## src/rtl/adder_pipe_mc.sv

```systemverilog
// Multi-lane pipelined add/subtract datapath with signed overflow detection,
// optional saturation and valid/ready flow control. Define ADDER_PIPE_STATS_EN to add ovf_count.
module adder_pipe_mc #(
  parameter int WIDTH    = 8,
  parameter int CHANNELS = 4,
  parameter int STAGES   = 2,
  parameter int SATURATE = 0
) (
  input  logic                      clk,
  input  logic                      rst,
  input  logic                      in_valid,
  output logic                      in_ready,
  input  logic                      op,
  input  logic [CHANNELS*WIDTH-1:0] a,
  input  logic [CHANNELS*WIDTH-1:0] b,
  output logic                      out_valid,
  input  logic                      out_ready,
  output logic [CHANNELS*WIDTH-1:0] sum,
  output logic [CHANNELS-1:0]       carry,
  output logic [CHANNELS-1:0]       ovf
`ifdef ADDER_PIPE_STATS_EN
  ,
  output logic [15:0]               ovf_count
`endif
);

  localparam logic [WIDTH-1:0] MAX_POS = {1'b0, {(WIDTH-1){1'b1}}};
  localparam logic [WIDTH-1:0] MIN_NEG = {1'b1, {(WIDTH-1){1'b0}}};

  logic [CHANNELS*WIDTH-1:0] s1_sum;
  logic [CHANNELS-1:0]       s1_carry;
  logic [CHANNELS-1:0]       s1_ovf;
  logic [WIDTH-1:0]          a_lane;
  logic [WIDTH-1:0]          b_lane;
  logic [WIDTH:0]            full;

  logic [CHANNELS*WIDTH-1:0] pipe_sum   [STAGES];
  logic [CHANNELS-1:0]       pipe_carry [STAGES];
  logic [CHANNELS-1:0]       pipe_ovf   [STAGES];
  logic [STAGES-1:0]         pipe_vld;
  logic [STAGES-1:0]         load_en;

  // Subtraction reuses the adder as a + ~b + 1, so carry-out means "no borrow".
  always_comb begin
    s1_sum   = '0;
    s1_carry = '0;
    s1_ovf   = '0;
    a_lane   = '0;
    b_lane   = '0;
    full     = '0;
    for (int i = 0; i < CHANNELS; i++) begin
      a_lane = a[i*WIDTH +: WIDTH];
      b_lane = op ? ~b[i*WIDTH +: WIDTH] : b[i*WIDTH +: WIDTH];
      full   = {1'b0, a_lane} + {1'b0, b_lane} + {{WIDTH{1'b0}}, op};
      s1_carry[i] = full[WIDTH];
      s1_ovf[i]   = (a_lane[WIDTH-1] == b_lane[WIDTH-1]) &&
                    (full[WIDTH-1] != a_lane[WIDTH-1]);
      if ((SATURATE != 0) && s1_ovf[i])
        s1_sum[i*WIDTH +: WIDTH] = a_lane[WIDTH-1] ? MIN_NEG : MAX_POS;
      else
        s1_sum[i*WIDTH +: WIDTH] = full[WIDTH-1:0];
    end
  end

  // A stage may load when it is empty or its contents move on this cycle;
  // the chain is resolved from the output end so a full pipe keeps streaming.
  always_comb begin
    load_en = '0;
    load_en[STAGES-1] = !pipe_vld[STAGES-1] || out_ready;
    for (int k = STAGES-2; k >= 0; k--)
      load_en[k] = !pipe_vld[k] || load_en[k+1];
  end

  assign in_ready = load_en[0] && !rst;

  // Data registers only change when a valid beat arrives, so idle outputs hold.
  always_ff @(posedge clk or posedge rst) begin
    if (rst) begin
      pipe_vld <= '0;
      for (int k = 0; k < STAGES; k++) begin
        pipe_sum[k]   <= '0;
        pipe_carry[k] <= '0;
        pipe_ovf[k]   <= '0;
      end
    end else begin
      if (load_en[0]) begin
        pipe_vld[0] <= in_valid;
        if (in_valid) begin
          pipe_sum[0]   <= s1_sum;
          pipe_carry[0] <= s1_carry;
          pipe_ovf[0]   <= s1_ovf;
        end
      end
      for (int k = 1; k < STAGES; k++) begin
        if (load_en[k]) begin
          pipe_vld[k] <= pipe_vld[k-1];
          if (pipe_vld[k-1]) begin
            pipe_sum[k]   <= pipe_sum[k-1];
            pipe_carry[k] <= pipe_carry[k-1];
            pipe_ovf[k]   <= pipe_ovf[k-1];
          end
        end
      end
    end
  end

  assign out_valid = pipe_vld[STAGES-1];
  assign sum       = pipe_sum[STAGES-1];
  assign carry     = pipe_carry[STAGES-1];
  assign ovf       = pipe_ovf[STAGES-1];

`ifdef ADDER_PIPE_STATS_EN
  logic [16:0] ovf_pop;
  logic [16:0] count_next;

  always_comb begin
    ovf_pop = '0;
    for (int i = 0; i < CHANNELS; i++)
      ovf_pop = ovf_pop + {16'd0, ovf[i]};
    count_next = {1'b0, ovf_count} + ovf_pop;
  end

  // Counts overflowing lanes of delivered beats, sticking at all-ones.
  always_ff @(posedge clk or posedge rst) begin
    if (rst)
      ovf_count <= '0;
    else if (out_valid && out_ready)
      ovf_count <= count_next[16] ? 16'hFFFF : count_next[15:0];
  end
`endif

endmodule

```

## config.mk

```make
export PLATFORM = sky130hd
export DESIGN_NAME = adder_pipe_mc
export DESIGN_NICKNAME = d
export VERILOG_FILES = /design/src/rtl/adder_pipe_mc.sv
export SDC_FILE = /design/constraint.sdc
export NUM_CORES = 1
export LEC_CHECK = 0
export ABC_AREA = 1
export CELL_PAD_IN_SITES_DETAIL_PLACEMENT = 1
export CELL_PAD_IN_SITES_GLOBAL_PLACEMENT = 2
export CORE_MARGIN = 10
export CORE_UTILIZATION = 33
export DETAILED_ROUTE_END_ITERATION = 7
export PLACE_DENSITY = 0.88
export REMOVE_ABC_BUFFERS = 1
export SYNTH_ARGS = -nofsm -noshare
export SYNTH_HDL_FRONTEND = slang
export SYNTH_SLANG_ARGS = --single-unit
```

## constraint.sdc

```tcl
create_clock -name clk -period 5.8 [get_ports clk]
set_clock_uncertainty 0.05 [all_clocks]
set_input_delay 1.16 -clock clk [delete_from_list [all_inputs] [get_ports clk]]
set_output_delay 1.16 -clock clk [all_outputs]
set_load 0.01 [all_outputs]
```

==> After elaboration in Yosys (flattened, before gate mapping) <==
Cells that the tools add are included.
{ "totals": {"regBits": 82, "in_bits": 69, "out_inout_bits": 42, "elab_cells": 44} }
{ "classes": {"addsub": 8, "n_eq_ne": 8, "n_mux": 4, "bitwise_logic": 4, "reduce_logical": 12} }
{ "ops": {"columns": ["op", "count"], "rows": [
  ["adder 8 x 8 -> 9 bit", 4],
  ["adder 9 x 1 -> 9 bit", 4],
  ["two-way mux 8 bit", 4],
  ["NOT 8 bit", 4],
  ["logical AND 1 bit", 5],
  ["== test 1 bit", 4],
  ["!= test 1 bit", 4],
  ["AND reduction 2 bit", 2],
  ["logical NOT 1 bit", 3],
  ["logical OR 1 bit", 2]
]} }

==> Logic depth before layout (Yosys ltp) <==
Gate-level depths: netlist (run 1).
{ "depth": {"ltp_word": 6, "depth_mapped": 13, "depth_no_buf": 12} }

==> Least setup slack after synthesis (run 1) <==
OpenSTA, ideal clock, no wires.
{ "synth_path": {"path_type": "input -> output", "startpoint": "input rst", "endpoint": "output in_ready", "arrival_ns": 3.147, "slack_ns": 1.443, "cell_stages": 3, "path_cell_list": "inv_1 -> nand2_1 -> inv_1"} }
{ "synth_between": {"elab_chain_len": 2} }
{ "synth_rtl": {"columns": ["element", "line", "source"], "rows": [
  ["start, declared", "10", "input logic rst,"],
  ["logical NOT 1 bit (no source line)", null, null],
  ["logical AND 1 bit", "74", "assign in_ready = load_en[0] && !rst;"],
  ["end, declared", "12", "output logic in_ready,"]
]} }
Every way passes these cells.

==> Final worst setup path (run 1) <==
Same ends and word-level chain as after synthesis.

==> reports/summary.txt, run 1 <==
Later-pin clock latency in the skew report: 330 ps
Initial core utilization: 0.338
H-tree Lvls: 3
Post-layout util: 0.420
Worst R2R End: pipe_sum[55]
Switch Pwr: 0.745 mW
Relative slew slack: 0.218
Wire per inst: 15.3 um
Hold Path Class: reg -> reg
Hold depth: 2
DRT iter0 DRCs: 174
Startpoint Class: input port
Sequential element share of the synthesized area: 0.397
DRC violations left: 0
Drt first pass iters: 4
WL final: 13400 um
Final Max Slew Viols: 0
GRT overflow: 0
Share of total power in the clock network: 0.249
Worst path arrival time: 2920 ps
Worst Reg-to-Reg Cells: 6
Slew of the pin with the lowest slew margin: 1170 ps
Post-place instance area: 0.00612 mm2
Syn-to-layout area delta: 24.2%
Yosys cell types: 28
RSZ-0062 raised after global routing: no
Area of the multi-input gates: 0.00248 mm2
Largest net degree at the start of global routing: 51
Syn avg cell area: 8.66 um2
Port Buf Inserts: 110
Initial antenna violation count: 0
Routed vias: 4055
Worst-path fanout max: 34
Pint: 1.56 mW
CP Capture Type: output port
Synth Instances: 596
Most frequent cells in the layout: 143 x nand2_1, 109 x clkdlybuf4s50_1, 82 x dfrtp_1
Commonest non-fill, non-tap cell in the layout: nand2_1
Setup TNS: 0 ps
Pwr dens: 360 mW/mm2
Clock transition at the registers of the reported paths: 60 ps
Post-CTS setup buffers: 0
Clock Tree Buf Depth: 2
Cell area after synthesis: 0.00516 mm2
Clock sink count: 82
VDD IR max: 0.139 mV
ANT nets after route: 0
Status: finished, final reports clean
Hpwl dp: 10100 um
Layout cells sized above 1: 0.100
HP Start: pipe_sum[54]
Ports: 111
Post-layout minimum cycle time: 4130 ps
Leak: 3.09 nW
Via density: 4.61
Die Height: 145 um
CTS root buf: clkbuf_16
First-pass GRT wire length: 22600 um
Register Area: 0.00205 mm2
Fin area: 0.00641 mm2
Switching part of the total power: 0.323
Setup CP Type: in -> out
Fillers: 1804
# hold bufs at CTS: 0
Std-Cell Core Area: 0.0153 mm2
GRT Total Usage: 0.128
Logic pwr share: 0.375
MaxCap Viol Count: 0
Part of the cycle the worst path needs: 0.711
Post_cts resized: 0
ANT cells: 0
Die X: 145 um
Final setup fails: 0
Reg2reg setup slack: 3810 ps
Sequential share of power: 0.376
Fin nets: 764
Vias in the first global route: 4610
Placer Congestion: 0.781
Max frequency: 242 MHz
Final Hold Viols: 0
Area of the die: 0.0210 mm2
Row cnt: 45
YS warnings: 0
Required @ worst endpoint: 4590 ps
CTS Buf Count: 9
CTS tree: built
Reg2reg start: pipe_vld[1]
Hold Path End: pipe_sum[54]
Synth Register Bits: 82
## cells in the mapped netlist
cell / count / area, um2
nand2_2: 3 / 18.8
nand2_1: 143 / 537
mux2_2: 28 / 315
nand3b_1: 2 / 15.0
o21ai_0: 22 / 110
buf_4: 46 / 345
a31oi_1: 1 / 6.26
ha_1: 28 / 350
xor2_1: 25 / 219
nand3_1: 35 / 175
buf_2: 6 / 30.0
fa_1: 4 / 80.1
buf_6: 4 / 45.0
a21oi_1: 23 / 115
o31ai_1: 3 / 22.5
nand4_1: 13 / 81.3
o22ai_1: 4 / 25.0
a21o_1: 4 / 30.0
nand3_2: 1 / 10.0
dfrtp_1: 82 / 2050
o21a_1: 1 / 7.51
xnor2_1: 8 / 70.1
nor2_1: 33 / 124
o21ai_1: 6 / 30.0
or2_2: 10 / 62.6
mux2_4: 5 / 75.1
inv_1: 55 / 206
inv_2: 1 / 3.75
## worst max-delay path, stage by stage
cell and delay [ps]:
clkdlybuf4s50_1 480, clkinv_2 460, nand2_1 240, inv_1 60, clkdlybuf4s50_1 470
## per-layer routing
metal | share of wire | track usage | vias to the layer above
met5 | 0 | 0 | -
met4 | 0.0090 | 0.0329 | 0
met3 | 0.027 | 0.0233 | 7
met2 | 0.52 | 0.235 | 66
met1 | 0.45 | 0.148 | 1954
li1 | - | - | 2028
## final cells by class
type | instances | share of cell area
Multi-Input combinational cell | 402 | 0.387
Inverter | 56 | 0.0330
Tap cell | 211 | 0.0412
Clock buffer | 10 | 0.0357
Sequential cell | 82 | 0.320
Clock inverter | 6 | 0.0103
Timing Repair Buffer | 112 | 0.173
## power by group through the flow
stage / Sequential, mW / Combinational [mW] / Clock, mW
after floorplan: 0.910 / 0.397 / 0
after global placement: 0.867 / 0.857 / 0
after detailed placement: 0.881 / 0.885 / 0
after CTS: 0.874 / 0.890 / 0.592
after global routing: 0.895 / 0.963 / 0.619
final: 0.868 / 0.866 / 0.574
## worst max-delay path by stage
| stage | from | endpoint | slack [ps] | cells past startpoint |
|---|---|---|---|---|
| 6_report | rst | in_ready | 1670 | 5 |
| 5_1_grt | rst | in_ready | 1470 | 5 |
| 4_1_cts | rst | in_ready | 1620 | 5 |
| 3_5_place_dp | rst | in_ready | 1610 | 5 |
| 3_3_place_gp | rst | in_ready | 1660 | 5 |
| 2_1_floorplan | rst | in_ready | 1440 | 3 |
## kinds of logic after synthesis
family          count (synthesis)  share of synthesized area
compound gates                 64                     0.0671
xor+xnor                       33                     0.0560
fa+ha+maj                      32                     0.0834
buf+inv                       112                      0.122
flops                          82                      0.397
mux                            33                     0.0756
simple gates                  240                      0.198
## state kept, by name, indices dropped and copies added (netlist names)
name,flops
pipe_carry,4
sum,32
pipe_ovf,4
carry,4
ovf,4
pipe_sum,32
pipe_vld,2
## per-stage QoR
stage          std cells  hold slack (ps)  power (mW)  worst slack [ps]
2_1_floorplan        540              395        1.31              1440
6_report             879              431        2.31              1670
3_3_place_gp         863              410        1.72              1660
5_1_grt              879              463        2.48              1470
3_5_place_dp         863              420        1.77              1610
4_1_cts              879              435        2.36              1620
Note: power is estimated with default switching activity, not from simulation.
==> run 2, diff against run 1 <==
CORE_UTILIZATION = 28   (was 33)
PLACE_DENSITY = 0.8   (was 0.88)
clock period = 3.6 ns   (was 5.8 ns; I/O delays follow)
==> run 2 against run 1 <==
Effect of this change: clock power is 76% higher; non-clock buffer count is 4 higher; global-route usage is 1.1 points lower; clock-buffer cell count stayed put; utilization is 5.9 points lower; wire length is 2.6% higher; power is 65% higher; critical path depth is 1 higher; sequential power is 61% higher; sequential share of layout area is 0.49 points lower; setup slack worse by 820 ps; via count is 1.4% higher; critical endpoint unchanged; highest routed layer unchanged.
==> reports/summary.txt, run 2 (synthesized netlist as in run 1, its figures left out) <==
Status: finished, final reports clean
Largest net degree at the start of global routing: 51
Overall Power: 3.82 mW
Area of the die: 0.0243 mm2
DRC violations left: 0
Ports: 111
Routed vias: 4111
Fin Hold WS: 429 ps
Post-CTS setup buffers: 0
Setup TNS: 0 ps
DRT iter0 DRCs: 90
Non-filler instance count after layout: 901
Die Height: 156 um
Clock sink count: 82
Part of the cycle the worst path needs: 0.762
Setup CP Type: in -> out
Port Buf Inserts: 110
Relative slew slack: 0.541
Syn-to-layout area delta: 26.2%
RSZ-0062 raised after global routing: no
Hpwl dp: 10600 um
GRT overflow: 0
Required @ worst endpoint: 2830 ps
Initial antenna violation count: 0
# hold bufs at CTS: 0
ANT nets after route: 0
Commonest non-fill, non-tap cell in the layout: nand2_1
Switch Pwr: 1.20 mW
First-pass GRT wire length: 23200 um
Vias in the first global route: 4618
Worst-path fanout max: 3
Clock Tree Buf Depth: 2
ANT cells: 0
Max frequency: 365 MHz
Switching part of the total power: 0.315
Final Hold Viols: 0
CP Capture Type: output port
Slew of the pin with the lowest slew margin: 687 ps
Pwr dens: 586 mW/mm2
Layout cells sized above 1: 0.107
Sequential share of power: 0.367
Wire per inst: 15.3 um
Most frequent cells in the layout: 143 x nand2_1, 109 x clkdlybuf4s50_1, 82 x dfrtp_1
Later-pin clock latency in the skew report: 340 ps
H-tree Lvls: 3
MaxCap Viol Count: 0
Std-Cell Core Area: 0.0180 mm2
Leak: 3.13 nW
VDD IR max: 0.212 mV
Final Max Slew Viols: 0
Startpoint Class: input port
Logic pwr share: 0.367
CTS Buf Count: 9
Hold Path Class: reg -> reg
Post-layout minimum cycle time: 2740 ps
Post_cts resized: 0
CTS tree: built
Placer Congestion: 0.786
Via density: 4.56
Drt first pass iters: 4
Worst path arrival time: 1970 ps
Final setup fails: 0
CTS root buf: clkbuf_16
Die X: 156 um
Initial core utilization: 0.286
Pint: 2.61 mW
Placed Cells: 885
WL final: 13800 um
Share of total power in the clock network: 0.266
Fin nets: 768
GRT Total Usage: 0.116
Clock transition at the registers of the reported paths: 60 ps
Row cnt: 49
[run 2: routing by layer]
metal	up-vias	GRT usage	wire length, um
met5	-	0	0
met4	0	0.0561	368
met3	19	0.0270	567
met2	73	0.197	6800
met1	1976	0.136	6070
li1	2043	-	-
[run 2: through the flow]
stage / utilization / setup slack (ps) / instance area, um2
after CTS: 0.361 / 846 / 6510
after global routing: 0.361 / 790 / 6510
after floorplan: - / 123 / 4740
after detailed placement: 0.343 / 744 / 6180
after global placement: 0.343 / 866 / 6180
final: 0.361 / 858 / 6510
[run 2: final timing paths]
check	from	to	slack, ps	cells past startpoint
hold / removal	pipe_sum[54]	pipe_sum[54]	430	2
max in group asynchronous	rst	pipe_sum[49]	1680	4
hold reg to reg	pipe_sum[54]	pipe_sum[54]	430	2
min in group asynchronous	rst	pipe_sum[43]	790	3
setup / recovery	out_ready	in_ready	860	6
setup reg to reg	pipe_vld[1]	pipe_sum[39]	1920	7
[run 2: power by group through the flow]
stage          combinational [mW]  clock (mW)  sequential [mW]
2_1_floorplan               0.640           0             1.47
3_3_place_gp                 1.39           0             1.40
3_5_place_dp                 1.43           0             1.42
4_1_cts                      1.44        1.05             1.41
5_1_grt                      1.56        1.09             1.45
6_report                     1.40        1.01             1.40
[run 2: final cells by class]
type	count	area, um2
sequential	82	2050
inverter	56	211
clock inverter	6	90.1
timing repair buffer	116	1150
multi-input combinational	402	2480
fill	2112	11500
clock buffer	10	239
tap	229	287
[run 2: worst max-delay path, cell delays in order]
cell,delay (ps)
clkdlybuf4s50_1,450
inv_1,70
nand3_2,100
nand2_1,60
inv_1,50
clkdlybuf4s50_1,530
==> run 3, diff against run 2 <==
clock period = 2.3 ns   (was 3.6 ns; I/O delays follow)
==> run 3 against run 2 <==
Effect of this change: utilization rose by 0.76 points; largest power group is now combinational logic; highest routed layer unchanged; sequential power rose by 56%; non-clock buffer count rose by 16; combinational power rose by 61%.
==> reports/summary.txt, run 3 (synthesized netlist as in run 1, its figures left out) <==
Reg2reg start: pipe_vld[1]
Max frequency: 455 MHz
Post-CTS setup buffers: 0
VDD IR max: 0.390 mV
Slowest CP cell: clkdlybuf4s50_1
Initial core utilization: 0.286
GRT Total Usage: 0.117
Clock sink count: 82
Clock Tree Buf Depth: 2
Leak: 3.21 nW
Port Buf Inserts: 110
HP Start: pipe_sum[45]
Via density: 4.58
Clock transition at the registers of the reported paths: 50 ps
Worst Reg-to-Reg Cells: 8
ANT cells: 0
Final Hold Viols: 0
Worst R2R End: pipe_sum[39]
Syn-to-layout area delta: 28.8%
MaxCap Viol Count: 0
Wire per inst: 15.1 um
Placer Congestion: 0.810
# hold bufs at CTS: 0
DRC violations left: 0
Commonest non-fill, non-tap cell in the layout: nand2_1
Die X: 156 um
Final setup fails: 0
Post-layout minimum cycle time: 2200 ps
Crit path cell chain: clkdlybuf4s50_1 > inv_1 > nand3_2 > nand2_1 > inv_1 > clkdlybuf4s50_1
Ports: 111
Largest net degree at the start of global routing: 61
CTS tree: built
ANT nets after route: 0
Initial antenna violation count: 0
Crit path from: out_ready
Routed vias: 4204
Setup TNS: 0 ps
Hpwl dp: 11000 um
Slew of the pin with the lowest slew margin: 797 ps
Pwr dens: 891 mW/mm2
CTS root buf: clkbuf_16
Fin Hold WS: 428 ps
Overall Power: 5.92 mW
Worst path arrival time: 1690 ps
Setup CP Type: in -> out
Startpoint Class: input port
Die Height: 156 um
Most frequent cells in the layout: 143 x nand2_1, 109 x clkdlybuf4s50_1, 82 x dfrtp_1
Fin nets: 784
Layout cells sized above 1: 0.128
CP max stage delay: 530 ps
Hold Path Class: reg -> reg
Worst-path fanout max: 2
Std-Cell Core Area: 0.0180 mm2
Relative slew slack: 0.469
GRT overflow: 0
Post-layout util: 0.369
Final Max Slew Viols: 0
Status: finished, final reports clean
WL final: 13900 um
Hold Path End: pipe_sum[45]
Reg2reg setup slack: 830 ps
H-tree Lvls: 3
RSZ-0062 raised after global routing: no
Required @ worst endpoint: 1790 ps
Later-pin clock latency in the skew report: 340 ps
CP Capture Type: output port
Vias in the first global route: 4652
Non-filler instance count after layout: 917
DRT iter0 DRCs: 122
CTS Buf Count: 9
Placed Cells: 901
Drt first pass iters: 4
Hold depth: 2
Part of the cycle the worst path needs: 0.956
Row cnt: 49
First-pass GRT wire length: 23100 um
Area of the die: 0.0243 mm2
==> run 3: cell types whose count changed in the layout (fill, tap and decap cells not counted), sizes merged <==
cell and delta:
buf +16, bufinv -1, clkbuf +1, clkinv -2, clkinvlp +1, inv +1
==> run 3: where the power goes <==
part | internal [mW] | total, mW | switching [mW]
Clock | 0.876 | 1.48 | 0.602
Sequential | 1.92 | 2.18 | 0.262
Combinational | 1.23 | 2.26 | 1.03
Total | 4.03 | 5.92 | 1.89
==> run 3: stage by stage <==
| step | setup WS [ps] | area, um2 |
|---|---|---|
| global route | 40.5 | 6650 |
| global placement | -9.02 | 6340 |
| floorplan | -657 | 4740 |
| detailed placement | -123 | 6340 |
| CTS | 92.9 | 6650 |
| finish | 102 | 6650 |
==> run 3: worst max-delay path by stage <==
stage,to,slack [ps]
6_report,in_ready,100
5_1_grt,in_ready,40
4_1_cts,in_ready,90
3_5_place_dp,pipe_ovf[5],-120
3_3_place_gp,pipe_ovf[5],-9
2_1_floorplan,in_ready,-660
==> run 3: layout make-up <==
| cell class | count | area [um2] |
|---|---|---|
| fillers | 2085 | 11400 |
| repair buffers | 132 | 1310 |
| well taps | 229 | 287 |
| clock inverters | 5 | 62.6 |
| inverters | 56 | 211 |
| clock buffers | 11 | 243 |
| multi-input cells | 402 | 2480 |
| flip-flops and latches | 82 | 2050 |
==> run 3: critical path, delay by kind of cell <==
| family | cells | cell delay [ps] |
|---|---|---|
| and+or+nand+nor | 2 | 120 |
| buffers and inverters | 4 | 1090 |
==> run 3: routing by layer <==
layer | up-vias | routed length, um | track usage
met4 | 0 | 248 | 0.0495
met5 | - | 0 | 0
met2 | 72 | 7010 | 0.202
li1 | 2070 | - | -
met3 | 12 | 711 | 0.0323
met1 | 2050 | 5900 | 0.131
==> run 3: what timing repair did <==
action / in CTS / in global routing
setup endpoints to repair: 0 / 1
resized for setup: 0 / 1
hold endpoints to repair: 0 / 0
